===== src/rtl/alarm_pkg.sv =====
// Shared types and constants for the alarm time-of-day core.
package alarm_pkg;

    typedef enum logic [1:0] {
        IDLE   = 2'd0,
        RING   = 2'd1,
        SNOOZE = 2'd2
    } alarm_state_t;

    localparam int MAX_HR        = 23;
    localparam int MAX_MS        = 59;
    localparam int RST_ALARM_HR  = 6;
    localparam int RST_ALARM_MIN = 0;

    localparam logic [1:0] MODE_SET_TIME  = 2'd1;
    localparam logic [1:0] MODE_SET_ALARM = 2'd2;

endpackage


===== src/rtl/alarm_timekeeper_mod_counter.sv =====
// Modulo-(MAX+1) up counter with synchronous clear; wrap flags the MAX->0 step.
module mod_counter
    import alarm_pkg::*;
#(
    parameter int MAX     = MAX_MS,
    parameter int W       = 6,
    parameter int RST_VAL = 0
) (
    input  logic         clk,
    input  logic         rst,
    input  logic         clr,
    input  logic         en,
    output logic [W-1:0] value,
    output logic         wrap
);

    assign wrap = en && (value == W'(MAX));

    // Count register; clear has priority over increment.
    always_ff @(posedge clk) begin
        if (rst) begin
            value <= W'(RST_VAL);
        end else if (clr) begin
            value <= {W{1'b0}};
        end else if (en) begin
            value <= wrap ? {W{1'b0}} : value + W'(1);
        end else begin
            value <= value;
        end
    end

endmodule


===== src/rtl/alarm_timekeeper.sv =====
// 24-hour timekeeper with settable alarm and ring/snooze control,
// advanced by rising edges of the 1 Hz divider output sampled in clk.
module alarm_timekeeper
    import alarm_pkg::*;
#(
    parameter int RING_SEC   = 60,
    parameter int SNOOZE_MIN = 5
) (
    input  logic       clk,
    input  logic       rst,
    input  logic       sec_clk,
    input  logic [1:0] set_mode,
    input  logic       inc_hr,
    input  logic       inc_min,
    input  logic       alarm_en,
    input  logic       snooze,
    input  logic       stop,
    output logic [4:0] hours,
    output logic [5:0] minutes,
    output logic [5:0] seconds,
    output logic [4:0] alarm_hr,
    output logic [5:0] alarm_min,
    output logic       sec_tick,
    output logic       ringing
);

    localparam int SNZ_LOAD = SNOOZE_MIN * 60;
    localparam int RW       = $clog2(RING_SEC + 1);
    localparam int SW       = $clog2(SNZ_LOAD + 1);

    logic          sec_q;
    logic          tick_d;
    logic          set_time_mode;
    logic          set_alarm_mode;
    logic          run_tick;
    logic          sec_wrap;
    logic          min_wrap;
    logic          hr_wrap;
    logic          ahr_wrap;
    logic          amin_wrap;
    logic [2:0]    unused_wraps;
    logic          alarm_hit;
    alarm_state_t  state;
    alarm_state_t  state_n;
    logic [RW-1:0] ring_cnt;
    logic [RW-1:0] ring_n;
    logic [SW-1:0] snz_cnt;
    logic [SW-1:0] snz_n;

    assign set_time_mode  = (set_mode == MODE_SET_TIME);
    assign set_alarm_mode = (set_mode == MODE_SET_ALARM);
    assign run_tick       = sec_tick && !set_time_mode;
    assign unused_wraps   = {hr_wrap, ahr_wrap, amin_wrap};

    mod_counter #(.MAX(MAX_MS), .W(6), .RST_VAL(0)) u_sec (
        .clk(clk), .rst(rst), .clr(set_time_mode), .en(run_tick),
        .value(seconds), .wrap(sec_wrap)
    );

    mod_counter #(.MAX(MAX_MS), .W(6), .RST_VAL(0)) u_min (
        .clk(clk), .rst(rst), .clr(1'b0),
        .en((run_tick && sec_wrap) || (set_time_mode && inc_min)),
        .value(minutes), .wrap(min_wrap)
    );

    // Manual minute wraps never carry: the carry term requires a running tick.
    mod_counter #(.MAX(MAX_HR), .W(5), .RST_VAL(0)) u_hr (
        .clk(clk), .rst(rst), .clr(1'b0),
        .en((run_tick && sec_wrap && min_wrap) || (set_time_mode && inc_hr)),
        .value(hours), .wrap(hr_wrap)
    );

    mod_counter #(.MAX(MAX_HR), .W(5), .RST_VAL(RST_ALARM_HR)) u_alarm_hr (
        .clk(clk), .rst(rst), .clr(1'b0), .en(set_alarm_mode && inc_hr),
        .value(alarm_hr), .wrap(ahr_wrap)
    );

    mod_counter #(.MAX(MAX_MS), .W(6), .RST_VAL(RST_ALARM_MIN)) u_alarm_min (
        .clk(clk), .rst(rst), .clr(1'b0), .en(set_alarm_mode && inc_min),
        .value(alarm_min), .wrap(amin_wrap)
    );

    // Rising-edge detect on sec_clk; tick_d marks a time update by a tick.
    always_ff @(posedge clk) begin
        if (rst) begin
            sec_q    <= 1'b0;
            sec_tick <= 1'b0;
            tick_d   <= 1'b0;
        end else begin
            sec_q    <= sec_clk;
            sec_tick <= sec_clk & ~sec_q;
            tick_d   <= run_tick;
        end
    end

    // Only a freshly ticked-into match fires, so set-time or a stale match cannot.
    assign alarm_hit = alarm_en && !set_time_mode && tick_d &&
                       (hours == alarm_hr) && (minutes == alarm_min) &&
                       (seconds == 6'd0);

    // Next-state and counter updates for the ring/snooze machine.
    always_comb begin
        state_n = state;
        ring_n  = ring_cnt;
        snz_n   = snz_cnt;
        if (!alarm_en || set_time_mode) begin
            state_n = IDLE;
            ring_n  = {RW{1'b0}};
            snz_n   = {SW{1'b0}};
        end else begin
            case (state)
                IDLE: begin
                    ring_n = {RW{1'b0}};
                    snz_n  = {SW{1'b0}};
                    if (alarm_hit) begin
                        state_n = RING;
                    end else begin
                        state_n = IDLE;
                    end
                end
                RING: begin
                    if (stop) begin
                        state_n = IDLE;
                        ring_n  = {RW{1'b0}};
                    end else if (snooze) begin
                        state_n = SNOOZE;
                        ring_n  = {RW{1'b0}};
                        snz_n   = SW'(SNZ_LOAD);
                    end else if (sec_tick) begin
                        if (ring_cnt >= RW'(RING_SEC - 1)) begin
                            state_n = IDLE;
                            ring_n  = {RW{1'b0}};
                        end else begin
                            ring_n = ring_cnt + RW'(1);
                        end
                    end else begin
                        state_n = RING;
                    end
                end
                SNOOZE: begin
                    if (stop) begin
                        state_n = IDLE;
                        snz_n   = {SW{1'b0}};
                    end else if (snz_cnt == {SW{1'b0}}) begin
                        state_n = RING;
                        ring_n  = {RW{1'b0}};
                    end else if (sec_tick) begin
                        snz_n = snz_cnt - SW'(1);
                        if (snz_cnt == SW'(1)) begin
                            state_n = RING;
                            ring_n  = {RW{1'b0}};
                        end else begin
                            state_n = SNOOZE;
                        end
                    end else begin
                        state_n = SNOOZE;
                    end
                end
                default: begin
                    state_n = IDLE;
                    ring_n  = {RW{1'b0}};
                    snz_n   = {SW{1'b0}};
                end
            endcase
        end
    end

    // State, counters and the registered ringing flag.
    always_ff @(posedge clk) begin
        if (rst) begin
            state    <= IDLE;
            ring_cnt <= {RW{1'b0}};
            snz_cnt  <= {SW{1'b0}};
            ringing  <= 1'b0;
        end else begin
            state    <= state_n;
            ring_cnt <= ring_n;
            snz_cnt  <= snz_n;
            ringing  <= (state_n == RING);
        end
    end

endmodule

===== config.mk =====
export PLATFORM = sky130hd
export DESIGN_NAME = alarm_timekeeper
export DESIGN_NICKNAME = d
export VERILOG_FILES = /design/src/rtl/alarm_pkg.sv /design/src/rtl/alarm_timekeeper_mod_counter.sv /design/src/rtl/alarm_timekeeper.sv
export SDC_FILE = /design/constraint.sdc
export NUM_CORES = 1
export LEC_CHECK = 0
export ABC_AREA = 1
export CAP_MARGIN = 30
export CORE_ASPECT_RATIO = 0.5
export CORE_MARGIN = 2
export CORE_UTILIZATION = 50
export CTS_CLUSTER_DIAMETER = 120
export DETAILED_ROUTE_END_ITERATION = 12
export PLACE_DENSITY = 0.74
export SLEW_MARGIN = 15
export SYNTH_ARGS = -nofsm -noshare
export SYNTH_HDL_FRONTEND = slang
export SYNTH_SLANG_ARGS = --single-unit

===== constraint.sdc =====
create_clock -name clk -period 1.9 [get_ports clk]
set_input_delay 0.19 -clock clk [delete_from_list [all_inputs] [get_ports clk]]
set_output_delay 0.19 -clock clk [all_outputs]
set_load 0.005 [all_outputs]

; ---- After elaboration in Yosys (flattened, before gate mapping)
; Cells that the tools add are included.
[op_classes]
n_addsub = 7
n_lt_le_gt_ge = 1
n_eq_ne = 21
mux = 31
n_bitwise = 2
reduce_logical = 29
[ops]
columns = cell, n
row1 = two-way mux 6 bit, 11
row2 = two-way mux 9 bit, 5
row3 = "adder 6 x 1 -> 6 bit, second input constant", 4
row4 = "== test 6 bit, second input constant", 3
row5 = two-way mux 2 bit, 9
row6 = case mux 9 bit (2 select lines), 1
row7 = logical AND 1 bit, 17
row8 = "!= test 3 bit, second input constant", 4
row9 = case mux 6 bit (2 select lines), 1
row10 = "adder 5 x 1 -> 5 bit, second input constant", 2
row11 = "== test 5 bit, second input constant", 2
row12 = two-way mux 5 bit, 2
row13 = "== test 9 x 1 -> 1 bit, second input constant", 1
row14 = logical NOT 9 bit, 1
row15 = "subtractor 9 x 1 -> 9 bit, second input constant", 1
row16 = AND reduction 4 bit, 2
row17 = "== test 2 x 1 -> 1 bit, second input constant", 3
row18 = == test 6 bit, 1
row19 = ">= comparator 6 bit, second input constant", 1
row20 = logical NOT 6 bit, 1
row21 = "!= test 2 bit, second input constant", 3
row22 = case mux 2 bit (3 select lines), 1
row23 = == test 5 bit, 1
row24 = "== test 2 bit, second input constant", 2
row25 = other kinds (8), 12
[totals]
reg_bits = 49
inputBits = 10
word_cells = 103

; ---- Depth between registers and ports, before layout
; Gate-level depths: netlist of run 1.
[depth]
word_depth = 11
ltp_mapped = 13
mapped_depth_nobuf = 12

; ---- Hierarchy
; From an unflattened synthesis of run 1, not the netlist that was laid out.
[unflattened]
cells_unflattened = 505
area_unflattened_um2 = 3155.5
[modules_own_cells]
columns = module, n_inst, cells_each, area_each_um2, seq_area_each_um2
row1 = alarm_timekeeper, 1, 280, 1670.4, 420.4
row2 = mod_counter at u_alarm_min ..., 3, 50, 324.1, 120.1
row3 = mod_counter at u_alarm_hr, 1, 38, 259.0, 100.1
row4 = mod_counter at u_hr, 1, 37, 254.0, 100.1

; ---- Worst setup path after synthesis of run 1
; OpenSTA, ideal clock, no wires.
[synth_timing]
kind = flip-flop to flip-flop
start = register state[1]
end = register ring_cnt[3]
setup_time_ps = 115
arrival_time_ps = 1338
t_required_ps = 1785
slack_ps = 447
path_stages_with_launch = 10
n_path_buf = 0
synth_period_minus_slack_ps = 1453
path_cell_list = dfxtp_1 inv_1 ha_1 nand3_2 nor2_1 a21oi_1 nand2_2 nor2_1 nor2_1 and2_1
[synth_via]
elab_chain_len = 3
elab_cells_between_ends = 8
cone_classes = eq/ne (6) / mux (1) / reduce/logical (1)
[synth_lines]
columns = element, line
row1 = from (decl), alarm_timekeeper.sv:43  ; alarm_state_t state;
row2 = from (signal assigned), alarm_timekeeper.sv:176  ; state <= state_n;
row3 = == test 2 x 1 -> 1 bit or == test 2 bit (tied branches), alarm_timekeeper.sv:111  ; case (state)
row4 = != test 4 bit (no source line) (tied with other cells), --
row5 = AND reduction 4 bit (no source line), --
row6 = to (signal assigned), alarm_timekeeper.sv:172  ; ring_cnt <= {RW{1'b0}};
row7 = to (signal assigned), alarm_timekeeper.sv:177  ; ring_cnt <= ring_n;
row8 = to (decl), alarm_timekeeper.sv:45  ; logic [RW-1:0] ring_cnt;
; Several ways; a longest one is shown, not always the timed one.
; A chain may end at the register's enable or synchronous reset.

; ---- Final worst setup path of run 1
[layout_timing]
start = register state[1]
end = register ring_cnt[0]
; Same word-level chain as after synthesis.

==> results.cfg, run 1 <==
[synth]
synthXorXnorAreaFrac_pct = 3.38
synth_seq_area_share_pct = 34.4
synth-edff-count = 0
synth.ff_latch_count = 49
yosys_warnings = 0
netlist_area_um2 = 2850
synth-adder-area-share_pct = 6.15
synth_top_family_by_area = simple AND/OR/NAND/NOR gates
synth_compound_gate_area_share_pct = 10.8
ys_types = 37
syn_avg_cell_area_um2 = 6.85
synth.top_cell.area_share_pct = 34.4
yosys-mux-area-fraction_pct = 0
share_of_synthesized_registers_carrying_an_async_set_or_reset_pct = 0
yosys.area_share.simple_pct = 36.8
synth.top_cells.by_area = sky130_fd_sc_hd__dfxtp_1, sky130_fd_sc_hd__nand2_1, sky130_fd_sc_hd__nor2_1, sky130_fd_sc_hd__nand3_1, sky130_fd_sc_hd__inv_1
postSynth.topFlopCell = sky130_fd_sc_hd__dfxtp_1
synth_top_area_cell = sky130_fd_sc_hd__dfxtp_1
synth_nets = 440
syn_inst = 416

[clock_tree]
postCtsSetupRepairBufs = 0
hold_buffers = 0
clkTransAtPathRegs_ns = 0.06
cts_root_buf = sky130_fd_sc_hd__clkbuf_16
cts_inserted_buffers = 5
ctsHtreeMaxLevel = 2
cts-root-to-sink-buffers = 2
postCtsResizedCells = 0
clk_latency_ns = 0.29
numClockSinks = 49
tritoncts = yes

[setup_path]
timing.critical_path.to_type = flop
crit_chain = inv_1 -> ha_1 -> nand3_2 -> nor2_1 -> a21oi_1 -> nand2_2 -> or2_0 -> a21oi_1
timing.critical_path.from_type = flop
worst_ep_required_time_ns = 2.12
crit_path_max_fanout = 9
startpoint_of_the_worst_setup_timing_path = state[1]
worst_path_largest_cell_delay_ns = 0.39
setup.worst_path.class = flop to flop
worstReg2RegStart = state[1]
crit_path_max_delay_cell_type = sky130_fd_sc_hd__dfxtp_1
worst_ep_arrival_time_ns = 1.92
path_common_cell = sky130_fd_sc_hd__a21oi_1

[pwr]
cellLeakagePower_nw = 1.46
ir_drop_v = 0.000431
pwr_density_cell_nw_per_um2 = 585

[global_routing]
first_global_vias = 2703
grt_antenna_before_repair = 0
grt-ovfl-total = 0
grt_util_all_layers_pct = 23.2
grt_start_max_net_pins = 18
wire_length_of_the_first_global_routing_pass_um = 12000

[hold_path]
holdCritStartpoint = sec_q
hold_crit_path_type = flop to flop

[routing]
drtIter0Drc = 180
drc_violation_count_after_routing = 0
dr.pass1.iters = 4
detail_route.wirelength_um = 6920
antenna_violating_nets_post_route = 0
drt-wirelength-per-cell_um = 12.8
vias_per_cell = 5.25
num_vias = 2835

[finish]
design.final.nets = 490
layout-area-overhead-vs-synth_pct = 23.1
post_route_cells_drive_above_1_share_pct = 8.14
final_common_cell = sky130_fd_sc_hd__nand2_1
antenna_cells_inserted = 0
commonest_non_fill_non_tap_cells_in_the_layout = sky130_fd_sc_hd__nand2_1, sky130_fd_sc_hd__nor2_1, sky130_fd_sc_hd__inv_1

[status]
status = complete, no violations

[timing]
normalized_max_slew_margin_pct = 68.9
totalNegativeSetupSlack_ns = 0
post-route-min-period_ns = 1.70
timing.fmax_mhz = 587
final-max-slew-violation-count = 0
final.setup.worst_slack_ns = 0.197
clock_skew_ns = 0.00382
final.period_utilization_pct = 89.6
hold_slack_ns = 0.394
grt_setup_unrepaired = false
hold_viol_final = 0
finalSetupViolations = 0
timing_worst_slew_pin_value_ns = 0.464

[die]
initial_cell_density_of_the_core_pct = 51.9
ioPinCount = 40
die_h_um = 57.4
fp.dieArea_um2 = 6350
fp.dieW_um = 111
placement_rows = 19
core_region_area_um2 = 5490

[flow_run]
cap_viol_max_count = 0

[placed_design]
count_of_input_and_output_buffers = 39
dpl.hpwl_um = 5210
placement.setup.worst_slack_ns = 0.0300
place_congestion = 0.912
[cells in the mapped netlist, drive strengths merged, types with 2 or more instances]
master	number
nor3b	3
inv	58
and2	2
dfxtp	49
nand3	43
o31ai	2
nor2	58
ha	14
buf	2
nand3b	5
xnor2	2
o21ai	17
o21bai	2
xor2	9
a211oi	2
a21oi	29
nor3	12
nand2	94
nand4	7
[cell families (layout without fill, tap and decap cells)]
logic type | after synthesis | after routing
AOI/OAI and AO/OA | 56 | 56
xor gates and xnor gates | 11 | 11
adders and majority gates | 14 | 14
buffers and inverters | 61 | 112
DFF | 49 | 49
and+or+nand+nor | 225 | 225
[where the power goes]
group / total [mW] / internal, mW / switching (mW)
clock: 0.866 / 0.491 / 0.376
combinational: 0.132 / 0.0622 / 0.0695
sequential: 1.05 / 1.04 / 0.0154
total: 2.05 / 1.59 / 0.461
[critical path: cells and delay by family (launching register included)]
kind | cells | cell delay (ns)
simple gates | 4 | 0.55
flops | 1 | 0.39
compound gates | 2 | 0.37
fa+ha+maj | 1 | 0.24
buf+inv | 1 | 0.08
[path summary, 6_finish.rpt]
check                     end  slack (ns)  cells past startpoint
hold / removal       sec_tick        0.39                      1
hold reg to reg      sec_tick        0.39                      1
setup reg to reg  ring_cnt[0]        0.20                      8
setup / recovery  ring_cnt[0]        0.20                      8
[sequential cells by signal, summed over array words and instances, names as in the netlist]
signal / cells
snz_cnt: 9
sec_tick: 1
u_alarm_min.value: 6
ring_cnt: 6
state: 2
u_min.value: 6
tick_d: 1
ringing: 1
u_sec.value: 6
u_hr.value: 5
sec_q: 1
u_alarm_hr.value: 5
[routing by layer]
layer,up-vias,track usage [%],wire length [µm]
li1,1449,-,-
met1,1304,30.1,3350
met2,64,39.1,3180
met3,18,5.10,263
met4,0,7.68,126
met5,-,0,0
[area by class of cell]
type | count | area [µm²]
Clock buffer | 8 | 136
Fill cell | 501 | 1980
Inverter | 58 | 220
Multi-Input combinational cell | 306 | 1640
Sequential cell | 49 | 981
Tap cell | 73 | 91.3
Timing Repair Buffer | 46 | 443
[through the flow]
stage / area [µm²] / util [%] / cells / power, mW
after floorplan: 2850 / - / 416 / 1.14
after global placement: 3360 / 61.3 / 532 / 1.20
after detailed placement: 3360 / 61.3 / 532 / 1.21
after CTS: 3500 / 63.8 / 540 / 2.07
after global routing: 3510 / 63.9 / 540 / 2.12
final: 3510 / 63.9 / 540 / 2.05
(Power assumes the default switching activity.)
==> run 2: changes to the inputs <==
CORE_ASPECT_RATIO = 1.1   (was 0.5)
==> results.cfg, run 2 (same netlist as run 1, synthesis figures left out) <==
[pwr]
cellLeakagePower_nw = 1.44
ir_drop_v = 0.000311
pwr_density_cell_nw_per_um2 = 521

[clock_tree]
numClockSinks = 49
hold_buffers = 0
cts-root-to-sink-buffers = 2
cts_root_buf = sky130_fd_sc_hd__clkbuf_8
tritoncts = yes
postCtsSetupRepairBufs = 0
ctsHtreeMaxLevel = 2
clk_latency_ns = 0.30
cts_inserted_buffers = 5
clkTransAtPathRegs_ns = 0.08

[timing]
totalNegativeSetupSlack_ns = 0
normalized_max_slew_margin_pct = 70.9
grt_setup_unrepaired = false
final.period_utilization_pct = 92.1
post-route-min-period_ns = 1.75
hold_viol_final = 0
timing_worst_slew_pin_value_ns = 0.432
final-max-slew-violation-count = 0
clock_skew_ns = 0.00334
finalSetupViolations = 0
timing.fmax_mhz = 571

[die]
fp.dieArea_um2 = 6320
initial_cell_density_of_the_core_pct = 52.5
die_h_um = 83.2
placement_rows = 28
core_region_area_um2 = 5430
fp.dieW_um = 76.0
ioPinCount = 40

[global_routing]
top_usage_layer = met2
wire_length_of_the_first_global_routing_pass_um = 11500
grt_antenna_before_repair = 0
grt-ovfl-total = 0
first_global_vias = 2607
grt_use_met1_pct = 28.4
groute.layer.met2.usage_pct = 36.6
met3_usage_pct = 3.80
grt_start_max_net_pins = 14
grt_util_all_layers_pct = 21.9

[setup_path]
crit_path_max_delay_cell_type = sky130_fd_sc_hd__dfxtp_1
timing.critical_path.to_type = flop
timing.critical_path.from_type = flop
worst_path_largest_cell_delay_ns = 0.37
worst_ep_required_time_ns = 2.08
setup.worst_path.class = flop to flop
worst_ep_arrival_time_ns = 1.93
crit_path_max_fanout = 12
crit_chain = inv_1 -> ha_1 -> nand2_1 -> inv_1 -> nand2_2 -> nand2_2 -> o21ai_1 -> nor2_1

[routing]
antenna_violating_nets_post_route = 0
vias_per_cell = 5.14
num_vias = 2780
dr.pass1.iters = 4
drc_violation_count_after_routing = 0
detail_route.wirelength_um = 6560
drtIter0Drc = 120
drt-wirelength-per-cell_um = 12.1

[flow_run]
cap_viol_max_count = 0

[finish]
commonest_non_fill_non_tap_cells_in_the_layout = sky130_fd_sc_hd__nand2_1, sky130_fd_sc_hd__nor2_1, sky130_fd_sc_hd__inv_1
top_register = snz_cnt
instances_no_fill = 541
fillCellCount = 502
final_common_cell = sky130_fd_sc_hd__nand2_1
layout-area-overhead-vs-synth_pct = 21.3
largest_register_ffs = 9
post_route_cells_drive_above_1_share_pct = 8.15
antenna_cells_inserted = 0
design.final.nets = 490

[placed_design]
dpl.hpwl_um = 5050
place_congestion = 0.880
count_of_input_and_output_buffers = 39
placed_cells = 534

[status]
status = complete, no violations

[hold_path]
hold_crit_path_type = flop to flop
==> run 2: changes by cell type in the layout (fill, tap and decap cells not counted), sizes merged <==
| cell | before | now |
|---|---|---|
| clkbuf | 8 | 7 |
==> run 2: final cells by class <==
cell class	instances	area [µm²]	share of cell area, %
clock buffer	7	86.3	2.50
inverter	58	220	6.37
multi-input combinational	306	1630	47.2
sequential	49	981	28.4
tap	75	93.8	2.72
timing repair buffer	46	443	12.8
==> run 2: stage by stage <==
stage | utilization, % | cell area, µm² | hold slack (ns) | total power, mW | setup slack, ns
after global routing | 63.6 | 3460 | 0.404 | 1.89 | 0.0178
after global placement | 62.0 | 3370 | 0.379 | 1.21 | 0.163
after CTS | 63.6 | 3450 | 0.401 | 1.83 | 0.150
after floorplan | - | 2850 | 0.315 | 1.14 | 0.447
after detailed placement | 62.0 | 3370 | 0.387 | 1.21 | 0.0829
final | 63.6 | 3460 | 0.396 | 1.80 | 0.149
==> run 2: report_power, final <==
| group | internal, mW | switching [mW] |
|---|---|---|
| Combinational | 0.0636 | 0.0697 |
| Clock | 0.289 | 0.327 |
| Sequential | 1.04 | 0.0147 |
==> run 2: worst paths after layout <==
kind	to	cells after the start	startpoint	slack, ns
min reg2reg	sec_tick	1	sec_q	0.40
max reg2reg	snz_cnt[1]	8	state[0]	0.15
min	sec_tick	1	sec_q	0.40
max	snz_cnt[1]	8	state[0]	0.15
==> run 2: what timing repair did <==
action	4_1_cts	5_1_grt
gates resized for setup	0	1
hold endpoints to repair	0	0
endpoints found under the setup margin	0	4
==> run 2: metal layers <==
layer  share of wire (%)  up-vias  wire (µm)
li1                    -     1452          -
met1                  45     1270       2980
met2                  48       50       3180
met3                 4.7        8        310
met4                 1.5        0         99
met5                   0        -          0
==> run 2: critical path: cells and delay by family (launching register included) <==
kind,cells,cell delay (ns)
and+or+nand+nor,4,0.50
adders and majority gates,1,0.25
DFF,1,0.37
buffers and inverters,2,0.20
AOI/OAI and AO/OA,1,0.32
==> run 3: changes to the inputs <==
SLEW_MARGIN = 20   (was 15)
==> results of run 3 <==
Same layout as run 2: the final DEF is identical, and so are final timing and power.
